**config.mk**
```make
export PLATFORM = sky130hd
export DESIGN_NAME = timer_preset_entry_flat
export DESIGN_NICKNAME = d
export VERILOG_FILES = /design/src/rtl/timer_preset_entry_pkg.sv /design/src/rtl/timer_preset_entry_if.sv /design/src/rtl/timer_preset_entry_key_edge_detect.sv /design/src/rtl/timer_preset_entry.sv /design/src/flat_wrapper.sv
export SDC_FILE = /design/constraint.sdc
export NUM_CORES = 1
export LEC_CHECK = 0
export BUFFER_PORTS_ARGS = -buffer_cell sky130_fd_sc_hd__clkbuf_2
export CAP_MARGIN = 20
export CORE_AREA = 2 2 59 61
export DETAILED_ROUTE_END_ITERATION = 16
export DIE_AREA = 0 0 61 63
export GPL_ROUTABILITY_DRIVEN = 0
export PLACE_DENSITY = 0.57
export SYNTH_ARGS = -nofsm -noshare
export SYNTH_HDL_FRONTEND = slang
export SYNTH_SLANG_ARGS = --single-unit
```
**constraint.sdc**
```tcl
create_clock -name clk -period 2.2 [get_ports clk]
set_clock_uncertainty 0.15 [all_clocks]
set_input_delay 0.33 -clock clk [delete_from_list [all_inputs] [get_ports clk]]
set_output_delay 0.33 -clock clk [all_outputs]
set_load 0.01 [all_outputs]
```
**src/rtl/timer_preset_entry_pkg.sv**
```systemverilog
// Shared kitchen-timer definitions: FSM state encoding, keypad codes and BCD limits.
package timer_preset_entry_pkg;

   typedef enum logic [1:0] {
      StEmpty = 2'd0,
      StEntry = 2'd1,
      StArmed = 2'd2,
      StRun   = 2'd3
   } state_e;

   localparam logic [3:0] KEY_START_DEFAULT  = 4'hA;
   localparam logic [3:0] KEY_CANCEL_DEFAULT = 4'hB;
   localparam logic [3:0] BCD_MAX_DIGIT      = 4'd9;
   localparam logic [3:0] BCD_MAX_TENS_SEC   = 4'd5;

   function automatic logic is_digit_key(input logic [3:0] code);
      return code <= BCD_MAX_DIGIT;
   endfunction

endpackage

```
**src/rtl/timer_preset_entry_if.sv**
```systemverilog
// Keypad-side inputs and counter-chain-side outputs of the preset entry block.
interface timer_preset_entry_if #(
   parameter int unsigned NUM_DIGITS = 3
);
   logic                    key_valid;
   logic [3:0]              key_code;
   logic                    busy;
   logic [4*NUM_DIGITS-1:0] preset;
   logic                    load;
   logic                    abort;
   logic [1:0]              digit_count;
   logic                    entry_err;
   logic [1:0]              state;

   modport master (
      output key_valid, key_code, busy,
      input  preset, load, abort, digit_count, entry_err, state
   );

   modport slave (
      input  key_valid, key_code, busy,
      output preset, load, abort, digit_count, entry_err, state
   );
endinterface

```
**src/rtl/timer_preset_entry_key_edge_detect.sv**
```systemverilog
// Rising-edge detector for a keypad level; history resets high so a key held
// through reset release never produces a press.
module timer_preset_entry_key_edge_detect (
   input  logic clk,
   input  logic clear,
   input  logic level,
   output logic press
);
   logic level_q;

   always_ff @(posedge clk) begin
      if (clear) begin
         level_q <= 1'b1;
      end else begin
         level_q <= level;
      end
   end

   assign press = level & ~level_q;

endmodule

```
**src/rtl/timer_preset_entry.sv**
```systemverilog
// Converts keypad presses into a BCD M:SS preset, loads it into the down-counter
// chain and follows the chain's busy flag until the countdown ends or is cancelled.
module timer_preset_entry
   import timer_preset_entry_pkg::*;
#(
   parameter int unsigned NUM_DIGITS = 3,
   parameter logic [3:0]  KEY_START  = KEY_START_DEFAULT,
   parameter logic [3:0]  KEY_CANCEL = KEY_CANCEL_DEFAULT
) (
   input logic                 clk,
   input logic                 clear,
   timer_preset_entry_if.slave bus
);
   localparam int unsigned PresetW  = 4 * NUM_DIGITS;
   localparam logic [1:0]  MaxCount = 2'(NUM_DIGITS);

   state_e               state_q, state_d;
   logic [PresetW-1:0]   preset_q, preset_d;
   logic [1:0]           count_q, count_d;
   logic                 load_q, load_d;
   logic                 abort_q, abort_d;
   logic                 err_q, err_d;
   logic                 press;
   logic                 is_start, is_cancel, is_digit;
   logic                 tens_overflow;
   logic [PresetW-1:0]   preset_shifted;

   timer_preset_entry_key_edge_detect u_key_edge (
      .clk   (clk),
      .clear (clear),
      .level (bus.key_valid),
      .press (press)
   );

   assign is_start       = press && (bus.key_code == KEY_START);
   assign is_cancel      = press && (bus.key_code == KEY_CANCEL);
   assign is_digit       = press && is_digit_key(bus.key_code);
   // Current seconds-ones digit would become seconds-tens after the shift.
   assign tens_overflow  = (count_q != 2'd0) && (preset_q[3:0] > BCD_MAX_TENS_SEC);
   assign preset_shifted = {preset_q[PresetW-5:0], bus.key_code};

   always_comb begin
      state_d  = state_q;
      preset_d = preset_q;
      count_d  = count_q;
      load_d   = 1'b0;
      abort_d  = 1'b0;
      err_d    = 1'b0;

      unique case (state_q)
         StEmpty: begin
            if (is_digit && (bus.key_code != 4'd0)) begin
               preset_d = preset_shifted;
               count_d  = count_q + 2'd1;
               state_d  = StEntry;
            end else if (is_start) begin
               err_d = 1'b1;
            end
         end
         StEntry: begin
            if (is_cancel) begin
               preset_d = '0;
               count_d  = 2'd0;
               state_d  = StEmpty;
            end else if (is_digit) begin
               if ((count_q == MaxCount) || tens_overflow) begin
                  err_d = 1'b1;
               end else begin
                  preset_d = preset_shifted;
                  count_d  = count_q + 2'd1;
               end
            end else if (is_start) begin
               load_d  = 1'b1;
               state_d = StArmed;
            end
         end
         StArmed: begin
            if (is_cancel) begin
               preset_d = '0;
               count_d  = 2'd0;
               abort_d  = 1'b1;
               state_d  = StEmpty;
            end else if (bus.busy) begin
               state_d = StRun;
            end
         end
         StRun: begin
            // Cancel takes priority over the countdown finishing in the same cycle.
            if (is_cancel || !bus.busy) begin
               preset_d = '0;
               count_d  = 2'd0;
               abort_d  = is_cancel;
               state_d  = StEmpty;
            end
         end
      endcase
   end

   always_ff @(posedge clk) begin
      if (clear) begin
         state_q  <= StEmpty;
         preset_q <= '0;
         count_q  <= 2'd0;
         load_q   <= 1'b0;
         abort_q  <= 1'b0;
         err_q    <= 1'b0;
      end else begin
         state_q  <= state_d;
         preset_q <= preset_d;
         count_q  <= count_d;
         load_q   <= load_d;
         abort_q  <= abort_d;
         err_q    <= err_d;
      end
   end

   assign bus.preset      = preset_q;
   assign bus.digit_count = count_q;
   assign bus.load        = load_q;
   assign bus.abort       = abort_q;
   assign bus.entry_err   = err_q;
   assign bus.state       = state_q;

endmodule

```
**src/flat_wrapper.sv**
```systemverilog
// flat-port wrapper written by rule: the top's interface ports become plain ports
module timer_preset_entry_flat import timer_preset_entry_pkg::*;
#(
   parameter int unsigned NUM_DIGITS = 3,
   parameter logic [3:0]  KEY_START  = KEY_START_DEFAULT,
   parameter logic [3:0]  KEY_CANCEL = KEY_CANCEL_DEFAULT
)
  (clk, clear, bus_key_valid, bus_key_code, bus_busy, bus_preset, bus_load, bus_abort, bus_digit_count, bus_entry_err, bus_state);
  timer_preset_entry_if #(.NUM_DIGITS(NUM_DIGITS)) bus_i ();
  input logic clk;
  input logic clear;
  input wire logic [$bits(bus_i.key_valid)-1:0] bus_key_valid;
  input wire logic [$bits(bus_i.key_code)-1:0] bus_key_code;
  input wire logic [$bits(bus_i.busy)-1:0] bus_busy;
  output wire logic [$bits(bus_i.preset)-1:0] bus_preset;
  output wire logic [$bits(bus_i.load)-1:0] bus_load;
  output wire logic [$bits(bus_i.abort)-1:0] bus_abort;
  output wire logic [$bits(bus_i.digit_count)-1:0] bus_digit_count;
  output wire logic [$bits(bus_i.entry_err)-1:0] bus_entry_err;
  output wire logic [$bits(bus_i.state)-1:0] bus_state;
  assign bus_i.key_valid = bus_key_valid;
  assign bus_i.key_code = bus_key_code;
  assign bus_i.busy = bus_busy;
  assign bus_preset = bus_i.preset;
  assign bus_load = bus_i.load;
  assign bus_abort = bus_i.abort;
  assign bus_digit_count = bus_i.digit_count;
  assign bus_entry_err = bus_i.entry_err;
  assign bus_state = bus_i.state;
  timer_preset_entry #(.NUM_DIGITS(NUM_DIGITS), .KEY_START(KEY_START), .KEY_CANCEL(KEY_CANCEL)) u_core (.clk(clk), .clear(clear), .bus(bus_i));
endmodule
```
==> results.toml <==
[logic_synthesis]
ys.flop_type = "dfxtp_1"
synth_cells = 112
synth_area_leaders = "dfxtp_1 (36%), o31ai_2 (11%), o21ai_2 (7.8%)"
synth_area_um2 = 1120
ys_seq_area_frac = 0.356
yosys.cell_types.count = 37
yosysTopAreaCell = "dfxtp_1"
ys_ff_latch = 20
synth_top_area_frac = 0.356
synth_edf_count = 0
async_reset_ff_frac = 0
syn-num-nets = 122
avgSynthCellArea_um2 = 10.0
ys_warn_count = 0

[final_layout]
nFillCells = 333
num_antenna_cells = 0
area_delta_synth_final_pct = 15.9
final_cell_count_no_fill = 184
drive_gt1_frac = 0.442
final_area_um2 = 1300
nNetsFinal = 149
multi_input_comb_area_um2 = 596
seqCellArea_um2 = 400

[route]
drt_iter0_markers = 27
drtPass1Iterations = 4
route.met3.wl_um = 109
wl_per_cell_um = 12.6
top_layer = "met3"
drc = 0
wirelength_met1_mm = 1.11
vias_per_cell = 4.90
vias = 901
ant_nets = 0
routed_wl_mm = 2.31
wl_met2_mm = 1.09

[place]
hpwlAfterDp_mm = 1.73
place_worst_setup_slack_ns = 0.277
placed_area_um2 = 1250
dp_cells = 180
port_buffers = 26

[worst_setup_path]
end_kind = "flip-flop"
worst-setup-path-type = "flip-flop to flip-flop"
rr_endpoint = "u_core.bus.digit_count[1]"
required_ns = 2.28
crit_start = "u_core.bus.digit_count[0]"
worstSetupEndpoint = "u_core.bus.digit_count[1]"
cp.arrival_ns = 1.99
r2r-start = "u_core.bus.digit_count[0]"
rr_worst_depth = 7
cp_max_fo = 13
worstSetupStartpointType = "flip-flop"
rrSetupSlack_ns = 0.28

[grt]
antenna_found_initial = 0
grt.overflow.total = 0
grt_use_total = 0.129
grt_max_degree = 14
grt_pass1_wl_mm = 3.87
grt_pass1_vias = 856

[floorplan]
core_um2 = 3230
ios = 27
rows = 21
die_x_um = 61
die_h_um = 63
die-area_um2 = 3840
initial_core_util = 0.348

[cts]
root_buffer = "clkbuf_4"
cts_inserted_buffers = 3
clockBufferDepth = 2
cts.repair.resized = 0
path_clk_slew_ns = 0.12
cts.sinks = 20
cts_hold_buf = 0
tritoncts = "yes"
postCtsSetupBuffers = 0
clkLatencyLatePin_ns = 0.31
htree_num_levels = 1

[timing]
layout_min_cycle_time_ns = 1.92
fin_crit_sh = 0.872
drv_slew = 0
final-hold-violation-count = 0
grt_setup_unrepaired = "false"
relSlewSlack = 0.516
finalWorstSetupSlack_ns = 0.281
tightest_slew_ns = 0.724
setup_viol = 0
max_freq_mhz = 521
fin_setup_tns_ns = 0

[outcome]
status = "completed"

[pwr]
vdd_ir_drop_max_uv = 393
leakage_nw = 0.508
power_uw = 816
p_per_area_nw_per_um2 = 626

[job]
drv_cap = 0

[worst_hold_path]
min_path_type = "input pin to flip-flop"
==> synthesized netlist by cell type (all sizes together), types with 2 or more instances <==
cell type,number
a21oi,7
and2,2
and3b,2
buf,5
dfxtp,20
ha,2
inv,16
nand2,5
nand3,2
nor2,2
nor3,5
nor4,2
o21ai,16
o31ai,12
or2,2
==> cell families (layout without fill, tap and decap cells) <==
logic type / after synthesis / count (layout) / synth area share
DFF: 20 / 20 / 0.356
adders and majority gates: 2 / 2 / 0.0222
buffers and inverters: 21 / 47 / 0.115
and+or+nand+nor: 27 / 27 / 0.167
AOI/OAI and AO/OA: 42 / 42 / 0.340
==> registers in the layout, indices dropped and copies added, names as in the netlist <==
register                   flops
u_core.bus.digit_count         2
u_core.bus.entry_err           1
u_core.bus.preset             12
u_core.bus.abort               1
u_core.bus.load                1
u_core.bus.state               2
u_core.u_key_edge.level_q      1
==> metrics by stage <==
stage	utilization	hold WS, ns
6_report	0.403	0.103
5_1_grt	0.403	0.103
4_1_cts	0.403	0.0986
3_5_place_dp	0.387	0.315
3_3_place_gp	0.387	0.304
2_1_floorplan	-	0.249
==> metal layers <==
metal,up-vias,track usage
met5,-,0
li1,448,-
met2,27,0.203
met4,0,0.0245
met3,0,0.0393
met1,426,0.172
==> power by group <==
| part | internal (mW) | switching (mW) | leakage, nW |
|---|---|---|---|
| logic | 0.0478 | 0.0727 | 0.318 |
| registers | 0.378 | 0.0149 | 0.162 |
| clock network | 0.184 | 0.119 | 0.0279 |
==> layout make-up <==
| cell class | count | share of cell area |
|---|---|---|
| well taps | 46 | 0.0441 |
| multi-input cells | 71 | 0.457 |
| inverters | 16 | 0.0461 |
| repair buffers | 27 | 0.106 |
| clock buffers | 3 | 0.0173 |
| clock inverters | 1 | 0.0230 |
| flip-flops and latches | 20 | 0.307 |
==> how the worst min path moves through the flow <==
| stage | cells after the start | slack, ns | start | endpoint |
|---|---|---|---|---|
| floorplan | 1 | 0.25 | clear | u_core.bus.state[0] |
| CTS | 2 | 0.1 | bus_key_code[0] | u_core.bus.load |
| detailed placement | 2 | 0.31 | u_core.bus.preset[9] | u_core.bus.preset[9] |
| finish | 2 | 0.10 | bus_key_code[0] | u_core.bus.load |
| global route | 2 | 0.10 | bus_key_valid | u_core.u_key_edge.level_q |
| global placement | 2 | 0.30 | u_core.bus.preset[9] | u_core.bus.preset[9] |
==> critical path, cell delays in order, from the launching register on <==
cell	delay (ns)
dfxtp_1	0.35
inv_1	0.11
ha_1	0.17
o21bai_1	0.10
buf_4	0.16
o2111ai_4	0.23
nand4bb_4	0.32
o21ai_0	0.26
==> cells in the final DEF (no fill, tap or decap) <==
cell type,n
and2_4,1
o31ai_2,10
o21bai_1,1
nand2b_1,1
a22oi_1,1
nor3_1,4
o2111ai_4,1
and2b_1,1
o31ai_1,2
nand2_1,4
a21oi_4,1
buf_4,1
inv_1,16
o21ai_0,4
clkbuf_4,3
o21a_1,1
ha_1,2
nand3_1,2
nand4bb_4,1
nand2_2,1
o211ai_1,1
nand4_1,1
clkbuf_2,26
bufinv_16,1
and2_1,1
and3b_1,2
a21o_2,1
o211a_1,1
o21ai_2,10
nor2_1,2
dfxtp_1,20
nor3_4,1
nor4_1,2
or2_2,2
a21oi_2,1
o21ai_1,2
nor3b_1,1
a21oi_1,5
Power figures use the tool's default switching activity.
